**config.mk**
```make
export PLATFORM = sky130hd
export DESIGN_NAME = arith_arbiter_flat
export DESIGN_NICKNAME = d
export VERILOG_FILES = /design/src/rtl/arith_arbiter_pkg.sv /design/src/rtl/arith_arbiter_if.sv /design/src/rtl/arith_arbiter_rr_arb2.sv /design/src/rtl/arith_arbiter.sv /design/src/flat_wrapper.sv
export SDC_FILE = /design/constraint.sdc
export NUM_CORES = 1
export LEC_CHECK = 0
export ABC_AREA = 0
export CORE_MARGIN = 4
export CORE_UTILIZATION = 37
export DETAILED_ROUTE_END_ITERATION = 10
export GPL_TIMING_DRIVEN = 1
export PLACE_DENSITY = 0.78
export SETUP_SLACK_MARGIN = 0.2
export SYNTH_ARGS = -nofsm -noshare
export SYNTH_HDL_FRONTEND = slang
export SYNTH_SLANG_ARGS = --single-unit
```
**constraint.sdc**
```tcl
create_clock -name clk -period 1.7 [get_ports clk]
set_clock_uncertainty 0.1 [all_clocks]
set_input_delay 0.17 -clock clk [delete_from_list [all_inputs] [get_ports clk]]
set_output_delay 0.17 -clock clk [all_outputs]
set_load 0.1 [all_outputs]
```
**src/rtl/arith_arbiter_pkg.sv**
```systemverilog
// Shared types and encodings for the two-requester add/sub scheduler.
package arith_arbiter_pkg;

  typedef enum logic [1:0] {
    IDLE = 2'd0,
    WAIT = 2'd1,
    RESP = 2'd2
  } state_t;

  localparam logic OP_ADD  = 1'b0;
  localparam logic OP_SUB  = 1'b1;
  localparam logic SEL_ADD = 1'b0;
  localparam logic SEL_SUB = 1'b1;

endpackage

```
**src/rtl/arith_arbiter_if.sv**
```systemverilog
// Bundle of request, datapath and response signals between clients and the scheduler.
interface arith_arbiter_if #(
  parameter int WIDTH = 8
);

  logic             req0_valid;
  logic             req0_ready;
  logic             req0_op;
  logic [WIDTH-1:0] req0_a;
  logic [WIDTH-1:0] req0_b;
  logic             req1_valid;
  logic             req1_ready;
  logic             req1_op;
  logic [WIDTH-1:0] req1_a;
  logic [WIDTH-1:0] req1_b;
  logic [WIDTH-1:0] dp_a;
  logic [WIDTH-1:0] dp_b;
  logic             dp_sel;
  logic [WIDTH-1:0] dp_result;
  logic             rsp_valid;
  logic             rsp_ready;
  logic             rsp_id;
  logic [WIDTH-1:0] rsp_data;
  logic             busy;

  modport slave (
    input  req0_valid, req0_op, req0_a, req0_b,
    input  req1_valid, req1_op, req1_a, req1_b,
    input  dp_result, rsp_ready,
    output req0_ready, req1_ready,
    output dp_a, dp_b, dp_sel,
    output rsp_valid, rsp_id, rsp_data, busy
  );

  modport master (
    output req0_valid, req0_op, req0_a, req0_b,
    output req1_valid, req1_op, req1_a, req1_b,
    output dp_result, rsp_ready,
    input  req0_ready, req1_ready,
    input  dp_a, dp_b, dp_sel,
    input  rsp_valid, rsp_id, rsp_data, busy
  );

endinterface

```
**src/rtl/arith_arbiter_rr_arb2.sv**
```systemverilog
// Two-way round-robin arbiter; the pointer flips to the loser after every granted request.
module rr_arb2 (
  input  logic       clk,
  input  logic       reset,
  input  logic [1:0] i_valid,
  input  logic       i_advance,
  output logic [1:0] o_grant
);

  logic       r_prio;
  logic [1:0] w_grant;

  // r_prio=0 favours req0 on a tie; a lone valid wins regardless.
  always_comb begin
    w_grant = 2'b00;
    case (i_valid)
      2'b01:   w_grant = 2'b01;
      2'b10:   w_grant = 2'b10;
      2'b11:   w_grant = r_prio ? 2'b10 : 2'b01;
      default: w_grant = 2'b00;
    endcase
  end

  assign o_grant = w_grant;

  always_ff @(posedge clk) begin
    if (reset) begin
      r_prio <= 1'b0;
    end else if (i_advance) begin
      r_prio <= w_grant[0];
    end
  end

endmodule

```
**src/rtl/arith_arbiter.sv**
```systemverilog
// Schedules add/sub requests from two clients onto one shared registered datapath
// and returns each result, tagged with the requester id, on a valid/ready channel.
module arith_arbiter
  import arith_arbiter_pkg::*;
#(
  parameter int WIDTH      = 8,
  parameter int DP_LATENCY = 1
) (
  input logic           clk,
  input logic           reset,
  arith_arbiter_if.slave io_bus
);

  localparam int               CNT_W    = (DP_LATENCY < 1) ? 1 : $clog2(DP_LATENCY + 1);
  localparam logic [CNT_W-1:0] CNT_LAST = CNT_W'(DP_LATENCY);

  state_t           r_state;
  logic             r_op;
  logic             r_id;
  logic [WIDTH-1:0] r_a;
  logic [WIDTH-1:0] r_b;
  logic [WIDTH-1:0] r_data;
  logic [CNT_W-1:0] r_cnt;

  logic [1:0]       w_valid;
  logic [1:0]       w_grant;
  logic             w_advance;

  assign w_valid   = {io_bus.req1_valid, io_bus.req0_valid};
  assign w_advance = (r_state == IDLE) && (|w_valid);

  rr_arb2 u_arb (
    .clk       (clk),
    .reset     (reset),
    .i_valid   (w_valid),
    .i_advance (w_advance),
    .o_grant   (w_grant)
  );

  assign io_bus.req0_ready = (r_state == IDLE) && w_grant[0];
  assign io_bus.req1_ready = (r_state == IDLE) && w_grant[1];

  // Operand registers feed the datapath directly so it stays quiet while idle.
  assign io_bus.dp_a      = r_a;
  assign io_bus.dp_b      = r_b;
  assign io_bus.dp_sel    = (r_op == OP_SUB) ? SEL_SUB : SEL_ADD;
  assign io_bus.rsp_valid = (r_state == RESP);
  assign io_bus.rsp_id    = r_id;
  assign io_bus.rsp_data  = r_data;
  assign io_bus.busy      = (r_state != IDLE);

  always_ff @(posedge clk) begin
    if (reset) begin
      r_state <= IDLE;
      r_op    <= OP_ADD;
      r_id    <= 1'b0;
      r_a     <= '0;
      r_b     <= '0;
      r_data  <= '0;
      r_cnt   <= '0;
    end else begin
      case (r_state)
        IDLE: begin
          if (w_advance) begin
            r_id    <= w_grant[1];
            r_op    <= w_grant[1] ? io_bus.req1_op : io_bus.req0_op;
            r_a     <= w_grant[1] ? io_bus.req1_a  : io_bus.req0_a;
            r_b     <= w_grant[1] ? io_bus.req1_b  : io_bus.req0_b;
            r_cnt   <= '0;
            r_state <= WAIT;
          end
        end
        WAIT: begin
          // The datapath result is settled on the final count of DP_LATENCY+1 cycles.
          if (r_cnt == CNT_LAST) begin
            r_data  <= io_bus.dp_result;
            r_state <= RESP;
          end else begin
            r_cnt <= r_cnt + CNT_W'(1);
          end
        end
        RESP: begin
          if (io_bus.rsp_ready) begin
            r_state <= IDLE;
          end
        end
        default: r_state <= IDLE;
      endcase
    end
  end

endmodule

```
**src/flat_wrapper.sv**
```systemverilog
// flat-port wrapper written by rule: the top's interface ports become plain ports
module arith_arbiter_flat import arith_arbiter_pkg::*;
#(
  parameter int WIDTH      = 8,
  parameter int DP_LATENCY = 1
)
  (clk, reset, io_bus_req0_valid, io_bus_req0_op, io_bus_req0_a, io_bus_req0_b, io_bus_req1_valid, io_bus_req1_op, io_bus_req1_a, io_bus_req1_b, io_bus_dp_result, io_bus_rsp_ready, io_bus_req0_ready, io_bus_req1_ready, io_bus_dp_a, io_bus_dp_b, io_bus_dp_sel, io_bus_rsp_valid, io_bus_rsp_id, io_bus_rsp_data, io_bus_busy);
  arith_arbiter_if #(.WIDTH(WIDTH)) io_bus_i ();
  input logic clk;
  input logic reset;
  input wire logic [$bits(io_bus_i.req0_valid)-1:0] io_bus_req0_valid;
  input wire logic [$bits(io_bus_i.req0_op)-1:0] io_bus_req0_op;
  input wire logic [$bits(io_bus_i.req0_a)-1:0] io_bus_req0_a;
  input wire logic [$bits(io_bus_i.req0_b)-1:0] io_bus_req0_b;
  input wire logic [$bits(io_bus_i.req1_valid)-1:0] io_bus_req1_valid;
  input wire logic [$bits(io_bus_i.req1_op)-1:0] io_bus_req1_op;
  input wire logic [$bits(io_bus_i.req1_a)-1:0] io_bus_req1_a;
  input wire logic [$bits(io_bus_i.req1_b)-1:0] io_bus_req1_b;
  input wire logic [$bits(io_bus_i.dp_result)-1:0] io_bus_dp_result;
  input wire logic [$bits(io_bus_i.rsp_ready)-1:0] io_bus_rsp_ready;
  output wire logic [$bits(io_bus_i.req0_ready)-1:0] io_bus_req0_ready;
  output wire logic [$bits(io_bus_i.req1_ready)-1:0] io_bus_req1_ready;
  output wire logic [$bits(io_bus_i.dp_a)-1:0] io_bus_dp_a;
  output wire logic [$bits(io_bus_i.dp_b)-1:0] io_bus_dp_b;
  output wire logic [$bits(io_bus_i.dp_sel)-1:0] io_bus_dp_sel;
  output wire logic [$bits(io_bus_i.rsp_valid)-1:0] io_bus_rsp_valid;
  output wire logic [$bits(io_bus_i.rsp_id)-1:0] io_bus_rsp_id;
  output wire logic [$bits(io_bus_i.rsp_data)-1:0] io_bus_rsp_data;
  output wire logic [$bits(io_bus_i.busy)-1:0] io_bus_busy;
  assign io_bus_i.req0_valid = io_bus_req0_valid;
  assign io_bus_i.req0_op = io_bus_req0_op;
  assign io_bus_i.req0_a = io_bus_req0_a;
  assign io_bus_i.req0_b = io_bus_req0_b;
  assign io_bus_i.req1_valid = io_bus_req1_valid;
  assign io_bus_i.req1_op = io_bus_req1_op;
  assign io_bus_i.req1_a = io_bus_req1_a;
  assign io_bus_i.req1_b = io_bus_req1_b;
  assign io_bus_i.dp_result = io_bus_dp_result;
  assign io_bus_i.rsp_ready = io_bus_rsp_ready;
  assign io_bus_req0_ready = io_bus_i.req0_ready;
  assign io_bus_req1_ready = io_bus_i.req1_ready;
  assign io_bus_dp_a = io_bus_i.dp_a;
  assign io_bus_dp_b = io_bus_i.dp_b;
  assign io_bus_dp_sel = io_bus_i.dp_sel;
  assign io_bus_rsp_valid = io_bus_i.rsp_valid;
  assign io_bus_rsp_id = io_bus_i.rsp_id;
  assign io_bus_rsp_data = io_bus_i.rsp_data;
  assign io_bus_busy = io_bus_i.busy;
  arith_arbiter #(.WIDTH(WIDTH), .DP_LATENCY(DP_LATENCY)) u_core (.clk(clk), .reset(reset), .io_bus(io_bus_i));
endmodule
```
==> results of run 1 <==
per-stage QoR:
stage	setup slack, ns	total power, uW	utilization (%)	instances
final	-0.0940	2480	82.1	292
after global routing	-0.136	2550	82.1	292
after CTS	-0.0836	2410	77.9	290
after detailed placement	-0.102	1940	73.7	276
after global placement	-0.0947	1920	73.7	276
after floorplan	-0.0162	1470	-	153
power breakdown:
| group | switching [uW] | internal [uW] | leakage [uW] | total (uW) |
|---|---|---|---|---|
| Sequential | 68.8 | 765 | 0.000249 | 834 |
| Combinational | 701 | 489 | 0.000814 | 1190 |
| Clock | 254 | 200 | 0.0000353 | 454 |
worst max-delay path by stage:
stage | cells after the start | slack (ns) | start | endpoint
6_report | 4 | -0.09 | u_core.r_state[1] | io_bus_req1_ready
5_1_grt | 4 | -0.14 | u_core.r_state[1] | io_bus_req1_ready
4_1_cts | 4 | -0.08 | u_core.r_state[0] | io_bus_req0_ready
2_1_floorplan | 4 | -0.02 | u_core.r_state[1] | io_bus_req1_ready
3_5_place_dp | 5 | -0.10 | io_bus_req0_valid | io_bus_req0_ready
3_3_place_gp | 5 | -0.09 | io_bus_req0_valid | io_bus_req0_ready
sequential cells by signal, indices dropped and copies added (netlist names):
register	flops
u_core.io_bus.dp_b	8
u_core.r_state	2
u_core.io_bus.dp_a	8
u_core.io_bus.rsp_data	8
u_core.io_bus.rsp_id	1
u_core.r_cnt	1
u_core.u_arb.r_prio	1
u_core.r_op	1
cell type report:
| type | instances | share of cell area, % |
|---|---|---|
| timing repair buffer | 101 | 47.1 |
| multi-input combinational | 106 | 26.7 |
| sequential | 30 | 21.9 |
| tap | 46 | 2.07 |
| clock buffer | 7 | 1.98 |
| clock inverter | 1 | 0.180 |
| inverter | 1 | 0.135 |
cell families after synthesis:
group / synth area share [%]
AOI/OAI and AO/OA: 10.0
buffers and inverters: 8.38
and+or+nand+nor: 29.8
muxes: 6.10
DFF: 45.7
what timing repair did:
action / 4_1_cts / 5_1_grt
pin swaps: 2 / 12
hold buffers: 0 / 0
gates resized for setup: 13 / 25
setup endpoints to repair: 6 / 17
buffers inserted: 6 / 2
worst reg2reg max path, stage by stage, from the launching register on:
cell     delay [ns]
dfxtp_4        0.37
or3b_4         0.41
buf_8          0.14
buf_4          0.13
buf_12         0.14
nor3_1         0.21
nor4_1         0.09
synthesized netlist by cell type (all sizes together):
cell type	n	area share [%]
a2bb2oi	1	0.67
a21oi	20	7.6
a2111oi	1	0.67
buf	14	7.5
nand3b	1	0.57
a311oi	1	0.67
clkbuf	2	0.57
nor2b	2	0.95
and2	1	0.48
o21ai	1	0.38
nor2	14	4.0
nor4	17	8.1
mux2i	8	6.1
or2	1	0.48
dfxtp	30	46
inv	1	0.29
or3b	2	1.3
nor3	34	13
nand2b	2	0.95
per-layer routing:
layer	vias to the layer above	global-route usage (%)	share of wire (%)
met4	0	8.10	3.2
met1	743	23.8	37
met2	62	36.8	52
met3	14	6.49	7.2
met5	-	0	0
li1	741	-	-
==> results.md, run 1 <==
- Seq/Total Area, Yosys: 45.7%
- Normalized max-slew margin: 77.3%
- Worst R2R Start: u_core.r_state[0]
- Via count: 1560
- Static Leakage: 0.00110 uW
- Minimum clock period: 1.79 ns
- Vias in the first global route: 1528
- Most frequent cells in the layout: clkdlybuf4s50_1, buf_12, dfxtp_1, a21oi_1
- DR DRC count: 0
- Critical path type: register to output pin
- Initial DRC Count: 74
- Master of the slowest instance on the critical path: or3b_4
- CTS Buf Count: 5
- Fin worst setup slack: -0.0940 ns
- Worst hold stages: 3
- CP top delay family: simple AND/OR/NAND/NOR gates
- All-Layer GR Usage: 21.1%
- Highest clock rate: 557 MHz
- Area after DPL: 2500 um^2
- CTS Buffer Depth: 2
- Most common cell after layout, fill and taps aside: clkdlybuf4s50_1
- Largest net degree at the start of global routing: 19
- CP Cell Sequence: or3b_4 -> buf_8 -> nor2_4 -> buf_12
- HP Start: io_bus_dp_result[1]
- Critical path data arrival time: 1.52 ns
- Power Density: 891 nW/um^2
- Hpwl dp: 3170 um
- # setup viols final: 2
- Max-cap viol count: 0
- Footprint of the multi-input gates: 743 um^2
- Maximum vdd drop: 0.601 mV
- Starting Density: 38.8%
- CTS H-tree lvls: 2
- Fin crit share: 106%
- Root Driver: clkbuf_4
- Worst Path Buf+Inv: 2
- Clock Latency Late Sink: 0.33 ns
- Final Hold Fails: 0
- Synth Cell Area: 1310 um^2
- Area of the core: 3390 um^2
- Clk slew on worst S/H paths: 0.09 ns
- Initial antenna violation count: 0
- Hold_ws: 0.343 ns
- Distinct cells, synth: 22
- I/O Buffers: 76
- TritonCTS clock tree: done
- Standard-cell rows: 21
- Die Span Y: 67.6 um
- FF+latch count, synth: 30
- Avg Cell Area, Syn: 8.59 um^2
- Unrepaired setup endpoints after global routing: true
- Die footprint: 4570 um^2
- Post-layout instance area: 2780 um^2
- Slew Limit Fails: 0
- Worst hold path endpoint: u_core.io_bus.rsp_data[1]
- NumNets Final: 292
- Fill count: 173
- Syn nets: 200
- Cell count after synthesis: 153
- Setup TNS: -0.184 ns
- Yosys warns: 0
- CTS Sinks: 30
- Drt first pass iters: 4
- Post-Route WL: 5370 um
- R2R Path End: u_core.io_bus.dp_b[6]
- GPL Wtd Cong: 0.757
- Die width: 67.6 um
- Violated checks: negative setup slack
- Max Fanout on Critical Path: 6
- Hold Crit Class: input pin to register
- Ant diodes: 0
- Crit start category: register
- P&R area growth vs syn: 112%
- CP endpoint kind: output pin
- Worst R2R Path Depth: 6
- Routed len/inst: 18.4 um
- FF/Latch Area: 608 um^2
- Worst stage delay on the critical path: 0.41 ns
- Status: complete, but fails checks
- GRT Residual Overflow: 0
- Io pins: 77
- Worst Path Required: 1.43 ns
- Setup slack, reg-to-reg: 0.01 ns
- Worst Tran Pin Value: 0.332 ns
- First-pass GRT wire length: 7200 um
- Share of post-route cells with drive strength above 1: 36.6%
- Routed Antenna Nets: 0
- Via density: 5.34
No activity file was read; power rests on OpenSTA's default activity.
==> inputs of run 2 (changes only) <==
--- a/config.mk
+++ b/config.mk
@@ -10,6 +10,7 @@
 export CORE_UTILIZATION = 37
 export DETAILED_ROUTE_END_ITERATION = 10
 export GPL_TIMING_DRIVEN = 1
+export MAX_ROUTING_LAYER = met4
 export PLACE_DENSITY = 0.78
 export SETUP_SLACK_MARGIN = 0.2
 export SYNTH_ARGS = -nofsm -noshare
==> run 2 against run 1 <==
Effect of this change:
- the flow still finishes with violations (negative setup slack)
- power barely moved
- fmax barely moved
- routed wire length rose by 0.52%
- critical endpoint is now io_bus_req0_ready
- global-route usage rose by 0.60 points
- count of clock-buffer cells in the layout did not move
- first-iteration DRC count rose by 62%
- setup slack improved by 0.00063 ns
- flip-flop and latch count did not move
- hold slack improved by 0.0082 ns
- sequential power barely moved
- clock power fell by 0.9%
==> results.md, run 2 (synthesized netlist as in run 1, its figures left out) <==
- Routed len/inst: 18.5 um (+0.52%)
- Slew Limit Fails: 0 (unchanged)
- Die width: 67.6 um (unchanged)
- CP Cell Sequence: clkdlybuf4s50_1 -> or3b_4 -> buf_8 -> nor2_4 -> buf_12
- Worst Path Required: 1.43 ns (about the same)
- I/O Buffers: 76 (unchanged)
- Maximum vdd drop: 0.603 mV (+0.26%)
- CP endpoint kind: output pin
- Worst slack, placed: -0.102 ns (unchanged)
- DR DRC count: 0 (unchanged)
- NumNets Final: 292 (unchanged)
- Share of post-route cells with drive strength above 1: 36.6% (unchanged)
- Via count: 1587 (+1.7%)
- Clk slew on worst S/H paths: 0.09 ns (about the same)
- Worst Path Buf+Inv: 3 (+1)
- Largest net degree at the start of global routing: 19 (unchanged)
- Final Hold Fails: 0 (unchanged)
- Clock Latency Late Sink: 0.33 ns (about the same)
- Total Power: 2480 uW (about the same)
- TritonCTS clock tree: done
- # setup viols final: 3 (+1)
- Static Leakage: 0.00110 uW (unchanged)
- Critical path data arrival time: 1.52 ns (about the same)
- Master of the slowest instance on the critical path: clkdlybuf4s50_1
- P&R area growth vs syn: 112% (unchanged)
- CTS Buf Count: 5 (unchanged)
- GRT Residual Overflow: 0 (unchanged)
- CTS Sinks: 30 (unchanged)
- Worst Tran Pin Value: 0.339 ns (+0.00759 ns)
- Routed Antenna Nets: 0 (unchanged)
- Highest clock rate: 558 MHz (about the same)
- Hpwl dp: 3170 um (unchanged)
- Post-Route WL: 5400 um (+0.52%)
- Hold_ws: 0.351 ns (+0.00818 ns)
- Ant diodes: 0 (unchanged)
- Unrepaired setup endpoints after global routing: true
- Violated checks: negative setup slack
- Root Driver: clkbuf_4
- Worst path depth: 5 (+1)
- Crit start category: input pin
- Drt first pass iters: 4 (unchanged)
- Most common cell after layout, fill and taps aside: clkdlybuf4s50_1
- CTS Buffer Depth: 2 (unchanged)
- Minimum clock period: 1.79 ns (-0.000630 ns)
- Most frequent cells in the layout: clkdlybuf4s50_1, buf_12, dfxtp_1, a21oi_1
- Die Span Y: 67.6 um (unchanged)
- Critical path type: input pin to output pin
- Power Density: 890 nW/um^2 (about the same)
- GPL Wtd Cong: 0.767 (+1.3%)
- Io pins: 77 (unchanged)
- Fin crit share: 105% (about the same)
- All-Layer GR Usage: 21.7% (+0.60 points)
- CP top delay family: buffers and inverters
- Fin worst setup slack: -0.0933 ns (+0.000630 ns)
- Dpl cells: 276 (unchanged)
- Standard-cell rows: 21 (unchanged)
- Die footprint: 4570 um^2 (unchanged)
- Initial DRC Count: 120 (+62%)
- CTS H-tree lvls: 2 (unchanged)
- First-pass GRT wire length: 7190 um (about the same)
- Worst stage delay on the critical path: 0.53 ns (+0.12 ns)
- Worst hold stages: 3 (unchanged)
- Starting Density: 38.8% (unchanged)
- Non-Filler Instances: 292 (unchanged)
- Max-cap viol count: 0 (unchanged)
- Normalized max-slew margin: 76.8% (-0.52 points)
- Initial antenna violation count: 0 (unchanged)
- Max Fanout on Critical Path: 2 (-4)
- Via density: 5.43 (+1.7%)
- Worst R2R Path Depth: 6 (unchanged)
- Status: complete, but fails checks
- Area of the core: 3390 um^2 (unchanged)
- Vias in the first global route: 1532 (+0.26%)
- Hold Crit Class: input pin to register
run 2: cell counts in the layout (fill, tap and decap cells not counted):
Identical to the previous run, type by type.
run 2: final timing paths:
kind / slack (ns) / from / to
max: -0.09 / io_bus_req0_valid / io_bus_req0_ready
min: 0.35 / io_bus_dp_result[1] / u_core.io_bus.rsp_data[1]
max reg2reg: -0.02 / u_core.r_state[0] / u_core.io_bus.dp_b[6]
min reg2reg: 0.40 / u_core.r_cnt / u_core.r_state[0]
run 2: stage by stage:
step           setup TNS, ns  utilization [%]  instance area (um^2)
2_1_floorplan        -0.0322                -                  1330
3_3_place_gp          -0.213             73.7                  2500
3_5_place_dp          -0.322             73.7                  2500
4_1_cts               -0.160             77.9                  2640
5_1_grt               -0.367             82.1                  2780
6_report              -0.204             82.1                  2780
run 2: what timing repair did:
action	in CTS	in global routing
hold buffers	0	0
endpoints found under the setup margin	6	17
pin swaps	2	12
gates resized for setup	13	25
buffers inserted	6	2
run 2: layer usage:
metal  track usage [%]  share of wire, %  vias up
li1                  -                 -      746
met2              36.8                53       65
met4              8.10               1.7        0
met5                 -                 0        -
met1              24.4                38      764
met3              5.49               6.8       12
run 2: worst min-delay path, delay by kind of cell:
family / cells / cell delay (ns)
simple gates: 1 / 0.05
mux: 1 / 0.12
buf+inv: 1 / 0.39
run 2: area by class of cell:
class	count	area, um^2
inverters	1	3.75
well taps	46	57.6
clock buffers	7	55.1
flip-flops and latches	30	608
clock inverters	1	5.00
fillers	173	608
multi-input cells	106	743
repair buffers	101	1310
run 2: report_power, final:
part,leakage (uW),switching [uW],internal [uW]
sequential,0.000249,70.0,765
clock,0.0000353,250,200
combinational,0.000814,702,489
total,0.00110,1020,1450
==> inputs of run 3 (changes only) <==
--- a/config.mk
+++ b/config.mk
@@ -8,6 +8,7 @@
 export ABC_AREA = 0
 export CORE_MARGIN = 4
 export CORE_UTILIZATION = 37
+export CTS_CLUSTER_SIZE = 14
 export DETAILED_ROUTE_END_ITERATION = 10
 export GPL_TIMING_DRIVEN = 1
 export MAX_ROUTING_LAYER = met4
==> results of run 3 <==
The final DEF is identical to that of run 2; final timing and power are the same.
